[config.mk]
export PLATFORM = sky130hd
export DESIGN_NAME = image_streamer
export DESIGN_NICKNAME = d
export VERILOG_FILES = /design/src/rtl/image_streamer.sv
export SDC_FILE = /design/constraint.sdc
export NUM_CORES = 1
export LEC_CHECK = 0
export ABC_CLOCK_PERIOD_IN_PS = 4030
export BUFFER_PORTS_ARGS = -buffer_cell sky130_fd_sc_hd__buf_4
export CAP_MARGIN = 20
export CORE_MARGIN = 2
export CORE_UTILIZATION = 54
export CTS_CLUSTER_SIZE = 30
export DETAILED_ROUTE_END_ITERATION = 10
export PLACE_DENSITY = 0.75
export REMOVE_ABC_BUFFERS = 1
export SLEW_MARGIN = 20
export SYNTH_ARGS = -nofsm -noshare
export SYNTH_HDL_FRONTEND = slang
export SYNTH_SLANG_ARGS = --single-unit
[constraint.sdc]
create_clock -name i_clk -period 4.03 [get_ports i_clk]
set_clock_uncertainty 0.05 [all_clocks]
set_input_delay 0.2015 -clock i_clk [delete_from_list [all_inputs] [get_ports i_clk]]
set_output_delay 0.2015 -clock i_clk [all_outputs]
set_load 0.05 [all_outputs]
[src/rtl/image_streamer.sv]
// Raster frame reader for a binary morphology line-buffer chain: pixel memory out, zero pad rows after each frame.
// Latency: pixel leaves one cycle after its read/pad slot; i_pixel_en paces slots, no slot means no valid.
module image_streamer #(
    parameter int dataWidth   = 1,
    parameter int imageWidth  = 512,
    parameter int imageHeight = 512,
    parameter int padLines    = 1,
    parameter int addrWidth   = 18
) (
    input  logic                 i_clk,
    input  logic                 i_rstn,
    input  logic                 i_start,
    input  logic                 i_pixel_en,
    output logic                 o_mem_rd_en,
    output logic [addrWidth-1:0] o_mem_addr,
    input  logic [dataWidth-1:0] i_mem_data,
    output logic [dataWidth-1:0] o_data,
    output logic                 o_data_valid,
    output logic                 o_sof,
    output logic                 o_eol,
    output logic                 o_busy,
    output logic                 o_done
);

    localparam int ColW = (imageWidth > 1) ? $clog2(imageWidth) : 1;
    localparam int RowW = $clog2(imageHeight + padLines + 1);

    typedef enum logic [1:0] {IDLE, READ, PAD, FINISH} state_t;

    state_t               state_q, state_d;
    logic [addrWidth-1:0] addr_q, addr_d;
    logic [ColW-1:0]      col_q, col_d;
    logic [RowW-1:0]      row_q, row_d;
    logic                 fin_q, fin_d;
    logic                 vld_q, vld_d;
    logic                 pad_q, pad_d;
    logic                 sof_q, sof_d;
    logic                 eol_q, eol_d;
    logic                 rd_en, done;
    logic                 col_last, row_last_img, row_last_pad;

    assign col_last     = (col_q == ColW'(imageWidth - 1));
    assign row_last_img = (row_q == RowW'(imageHeight - 1));
    // Pad rows continue the row count past the image so no separate pad counter is needed.
    assign row_last_pad = (row_q == RowW'(imageHeight + padLines - 1));

    always_comb begin
        state_d = state_q;
        addr_d  = addr_q;
        col_d   = col_q;
        row_d   = row_q;
        fin_d   = fin_q;
        rd_en   = 1'b0;
        done    = 1'b0;
        vld_d   = ((state_q == READ) || (state_q == PAD)) && i_pixel_en;
        pad_d   = (state_q == PAD) && i_pixel_en;
        sof_d   = (state_q == READ) && i_pixel_en && (addr_q == '0);
        eol_d   = vld_d && col_last;

        if (vld_d) begin
            if (col_last) begin
                col_d = '0;
                row_d = row_q + RowW'(1);
            end else begin
                col_d = col_q + ColW'(1);
            end
        end

        case (state_q)
            IDLE: begin
                fin_d = 1'b0;
                if (i_start) begin
                    state_d = READ;
                    addr_d  = '0;
                    col_d   = '0;
                    row_d   = '0;
                end
            end
            READ: begin
                if (i_pixel_en) begin
                    rd_en  = 1'b1;
                    addr_d = addr_q + addrWidth'(1);
                    if (col_last && row_last_img) begin
                        state_d = (padLines > 0) ? PAD : FINISH;
                    end
                end
            end
            PAD: begin
                if (i_pixel_en && col_last && row_last_pad) begin
                    state_d = FINISH;
                end
            end
            FINISH: begin
                // First cycle lets the final registered pixel drain; second cycle signals completion.
                if (!fin_q) begin
                    fin_d = 1'b1;
                end else begin
                    fin_d   = 1'b0;
                    done    = 1'b1;
                    state_d = IDLE;
                end
            end
            default: state_d = IDLE;
        endcase
    end

    always_ff @(posedge i_clk or negedge i_rstn) begin
        if (!i_rstn) begin
            state_q <= IDLE;
            addr_q  <= '0;
            col_q   <= '0;
            row_q   <= '0;
            fin_q   <= 1'b0;
            vld_q   <= 1'b0;
            pad_q   <= 1'b0;
            sof_q   <= 1'b0;
            eol_q   <= 1'b0;
        end else begin
            state_q <= state_d;
            addr_q  <= addr_d;
            col_q   <= col_d;
            row_q   <= row_d;
            fin_q   <= fin_d;
            vld_q   <= vld_d;
            pad_q   <= pad_d;
            sof_q   <= sof_d;
            eol_q   <= eol_d;
        end
    end

    // Memory returns data registered one cycle after the strobe, aligned with vld_q.
    assign o_data       = (vld_q && !pad_q) ? i_mem_data : '0;
    assign o_data_valid = vld_q;
    assign o_sof        = sof_q;
    assign o_eol        = eol_q;
    assign o_mem_rd_en  = rd_en;
    assign o_mem_addr   = addr_q;
    assign o_busy       = (state_q != IDLE);
    assign o_done       = done;

endmodule
Word level (Yosys, flattened, before mapping)
Cells that the tools add are included.
{"block": "totals", "regBits": 44, "inputBits": 5, "out_inout_bits": 25, "wordCells": 65}
{"block": "op_classes", "add_sub_neg": 3, "n_eq_ne": 11, "muxes": 24, "n_reduce_logical": 18}
{"op": "two-way mux 10 bit", "n": 4}
{"op": "two-way mux 18 bit", "n": 2}
{"op": "two-way mux 9 bit", "n": 4}
{"op": "case mux 18 bit (2 select lines)", "n": 1}
{"op": "adder 18 x 1 -> 18 bit (second input constant)", "n": 1}
{"op": "logical NOT 18 bit", "n": 1}
{"op": "adder 10 x 1 -> 10 bit (second input constant)", "n": 1}
{"op": "== test 10 bit (second input constant)", "n": 1}
{"op": "== test 10 x 9 -> 1 bit (second input constant)", "n": 1}
{"op": "two-way mux 2 bit", "n": 5}
{"op": "adder 9 x 1 -> 9 bit (second input constant)", "n": 1}
{"op": "== test 9 bit (second input constant)", "n": 1}
{"op": "logical AND 1 bit", "n": 9}
{"op": "case mux 2 bit (4 select lines)", "n": 1}
{"op": "two-way mux 1 bit", "n": 6}
{"op": "!= test 2 bit (second input constant)", "n": 3}
{"op": "nonzero test 2 bit", "n": 3}
{"op": "AND reduction 5 bit", "n": 1}
{"op": "== test 2 bit (second input constant)", "n": 2}
{"op": "!= test 2 x 1 -> 1 bit (second input constant)", "n": 2}
{"op": "AND reduction 3 bit", "n": 1}
{"op": "== test 2 x 1 -> 1 bit (second input constant)", "n": 1}
{"op": "logical NOT 2 bit", "n": 1}
{"op": "case mux 1 bit (2 select lines)", "n": 1}
{"op": "other kinds (2)", "n": 2}

Logic depth before layout (Yosys ltp)
{"block": "depth", "depth_word": 6, "ltp_mapped": 9, "ltp_nobuf": 9}

Least setup slack after synthesis
No wires, ideal clock.
{"block": "synth_path", "path_type": "reg-to-reg", "start": "reg addr_q[2], in the netlist o_mem_addr[2]", "end": "reg addr_q[14], in the netlist o_mem_addr[14]", "setup_ns": 0.078, "t_arrival_ns": 2.119, "required_time_ns": 3.902, "path_slack_ns": 1.783, "stages_incl_launch_ff": 5, "path_buffers": 0, "period_less_slack_ns": 2.247, "cell_sequence": "dfrtp_1 nand3_1 or4_4 or4_1 a21oi_1"}
{"block": "synth_via", "elab_chain_cells": 3}
{"element": "from (decl)", "line": "31", "rtl": "logic [addrWidth-1:0] addr_q, addr_d;"}
{"element": "from (signal assigned)", "line": "120", "rtl": "addr_q <= addr_d;"}
{"element": "adder 18 x 1 -> 18 bit", "line": "82", "rtl": "addr_d = addr_q + addrWidth'(1);"}
{"element": "two-way mux 18 bit", "line": "80", "rtl": "if (i_pixel_en) begin"}
{"element": "case mux 18 bit (2 select lines)", "line": "69", "rtl": "case (state_q)"}
No other way between the ends. The select of a mux whose other input is x is not followed.
A chain may end at the register's enable or synchronous reset.

Worst setup path in the final report
{"block": "layout_path", "start": "reg state_q[1]", "end": "reg addr_q[9], in the netlist o_mem_addr[9]"}
{"block": "layout_via", "elab_chain_cells": 3, "elab_cells_between_ends": 7, "cone_classes": "eq/ne: 3; mux: 1; reduce/logical: 3"}
{"element": "from (decl)", "line": "30", "rtl": "state_t state_q, state_d;"}
{"element": "from (signal assigned)", "line": "119", "rtl": "state_q <= state_d;"}
{"element": "== test 2 x 1 -> 1 bit or logical NOT 2 bit (tied branches)", "line": "69"}
{"element": "!= test 2 bit (no line) or nonzero test 2 bit (tied branches)"}
{"element": "AND reduction 3 bit (no line)"}
Several ways; a longest one is shown, not always the timed one.

==> key figures <==
Drt
  • Iter 0 DRT Violations: 240
  • Final WL: 5160 um
  • Via density: a little under 6
  • Avg WL per Cell: 15.0 um
  • Final ANT Viol Nets: 0
  • Vias: between 2000 and 2500
  • Drt drc: 0
  • Drt pass-1 iters: 4

Clock network
  • CTS tree: done
  • Worst skew pair latency: 0.29 ns
  • Clk pin slew, worst setup/hold paths: 0.08 ns
  • CTS Buffer Depth: 2
  • Root Driver: clkbuf_8
  • Post-CTS Setup Bufs: 0
  • TritonCTS buffer count: 5
  • Clock sinks: 44
  • # H-tree levels: 2

GRT
  • Number of global-route vias before repair: 1923
  • Total gr overflow: 0
  • Gr usage total: between 20% and 30%
  • Global-route wire length before repair: between 8000 and 9000 um
  • Initial antenna violation count: 0
  • Largest net degree at the start of global routing: 45

Finish
  • # fillers: a little under 400
  • Syn-to-layout area delta: 14.8%
  • Non-Filler Instances: 343
  • Most frequent cells in the layout: dfrtp_1 (44), buf_4 (30), nor2_1 (25)
  • Fin nets: 307
  • Most common cell after layout, fill and taps aside: dfrtp_1
  • Proportion of layout cells with a drive suffix above 1: 14.8%
  • Ant. Diodes: 0

Power and ir drop
  • P_leak: 1.21 nW
  • Max rail drop VDD: approximately 0.26 mV
  • Total power: 1.23 mW
  • Power share of the combinational group: 28.8%
  • Reg power frac: about 48%
  • Sw Pwr: 469 uW
  • Pwr dens: 444 nW/um2
  • Cell Int Power: around 760 uW
  • Clock Power Share: 23.1%
  • Sw Share: 38.1%

Setup path
  • Crit end category: register
  • Critical path type: register to register
  • CP startpoint kind: register
  • Worst Path Required: 4.20 ns
  • Largest fanout on the critical path: 10
  • Crit path DAT: about 2.7 ns

Timing
  • Final Hold Fails: 0
  • WHS: 0.176 ns
  • Final WS setup: 1.54 ns
  • Slew margin rel.: 54.0%
  • Final setup viols: 0
  • Slew Viols, Final: 0
  • Post-route minimum period: 2.49 ns
  • Period utilization: 61.7%
  • Setup TNS: 0 ns
  • Worst-Margin Slew: between 0.6 and 0.7 ns
  • FMAX: roughly 0.40 GHz
  • Unrepaired setup endpoints after global routing: no

Run status
  • Status: finished, final reports clean

Synthesis
  • Seq cells post-synth: between 40 and 50
  • Synth warn: 0
  • Sequential area share after synthesis: 45.6%
  • Yosys top cell area share: 45.6%
  • Syn_area_per_cell: 9.29 um2
  • Synth area leader: dfrtp_1
  • Synth unique cells: 36
  • Largest cells by area after synthesis: dfrtp_1 (46%), ha_1 (6.2%), xnor2_1 (4.0%)
  • Synth Cell Area: 2410 um2
  • Cells after Synth: 260

Floorplanning
  • Die width: between 70 and 80 um
  • Die area: 5020 um2
  • Die Y: 70.9 um
  • I/O Pins: 30
  • Core Region: 4320 um2
  • Starting Density: 55.8%
  • Rows: 24

Placed design
  • Final HPWL DP: 3610 um
  • Placed insts: 334
  • Port Buf Inserts: 29
  • Pre-CTS setup slack: roughly 1.6 ns
  • Placer's final routability congestion estimate: 0.821

Hold path
  • Hold/Removal Path Class: input port to register

Run
  • Number of max-cap violations: 0
power groups by stage:
stage,Combinational [mW],Clock [mW],Sequential (mW)
detailed placement,0.355,0,0.599
global placement,0.345,0,0.599
floorplan,0.140,0,0.692
finish,0.354,0.285,0.592
CTS,0.357,0.292,0.591
global route,0.388,0.307,0.605
final cells by class:
cell class / instances / area [um2] / area share, %
Clock buffer: 8 / 90.1 / 3.25
Tap cell: 52 / 65.1 / 2.35
Timing Repair Buffer: 31 / 235 / 8.48
Sequential cell: 44 / 1100 / 39.7
Inverter: 14 / 52.6 / 1.90
Multi-Input combinational cell: 194 / 1230 / 44.3
per-layer routing:
| layer | vias up | global-route usage (%) | wire length [um] |
|---|---|---|---|
| met4 | 0 | 6.29 | 40 |
| met5 | - | 0 | 0 |
| met3 | 5 | 4.70 | 221 |
| met1 | 975 | 29.7 | 2390 |
| met2 | 48 | 36.7 | 2510 |
| li1 | 981 | - | - |
critical path, stage by stage, from the launching register on:
cell and delay (ns):
dfrtp_1 0.42, inv_1 0.12, ha_1 0.32, mux2i_1 0.23, or3_1 0.57, or4_1 0.55, a21oi_1 0.16
metrics by stage:
stage               util [%]  instance area, um2
CTS                     64.1                2770
finish                  64.1                2770
global placement        61.8                2670
global route            64.1                2770
detailed placement      61.8                2670
floorplan                  -                2380
synth_stat cells, drive strengths merged:
cell / instances
a31o: 1
or2: 1
or3: 6
o31ai: 8
nor4: 9
buf: 2
nor4b: 1
mux2: 3
inv: 13
or4: 7
clkbuf: 6
and3: 2
a21oi: 15
a22o: 2
ha: 12
nor2: 25
and4: 1
nand4b: 2
xor2: 6
mux2i: 2
clkinv: 1
o21ai: 7
or4b: 1
a32oi: 1
and2: 4
nor3b: 3
xnor2: 11
dfrtp: 44
nand2: 24
nand4: 11
nor3: 7
nor2b: 5
nand2b: 2
nand3: 14
or2b: 1
repair_timing:
action	CTS	global route
resized for setup	0	0
hold buffers	1	0
hold endpoints to repair	44	0
cell families after synthesis:
logic type,Yosys count,synth area share [%]
AO/OA/AOI/OAI,34,8.50
AND/OR/NAND/NOR,126,27.8
buffers and inverters,22,3.52
multiplexers,5,2.23
flip-flops,44,45.6
adder cells (fa/ha/maj),12,6.22
XOR/XNOR,17,6.17
state kept, by name (all words and copies together) (netlist names), 2 cells and up:
signal,flops
state_q,2
o_mem_addr,18
col_q,9
row_q,10
worst paths after layout:
check	start	endpoint	slack (ns)	depth (start not counted)
worst max-delay path	state_q[1]$_DFFE_PN0P_	o_mem_addr[9]$_DFFE_PN0P_	1.54	6
worst min-delay path	i_pixel_en	pad_q$_DFF_PN0_	0.18	2
worst max register to register	state_q[1]$_DFFE_PN0P_	o_mem_addr[9]$_DFFE_PN0P_	1.54	6
worst min register to register	fin_q$_DFFE_PN0P_	fin_q$_DFFE_PN0P_	0.47	2
max in group asynchronous	i_rstn	row_q[1]$_DFF_PN0_	3.16	2
min in group asynchronous	i_rstn	o_mem_addr[9]$_DFFE_PN0P_	0.39	2
Note: power is estimated with default switching activity, not from simulation.
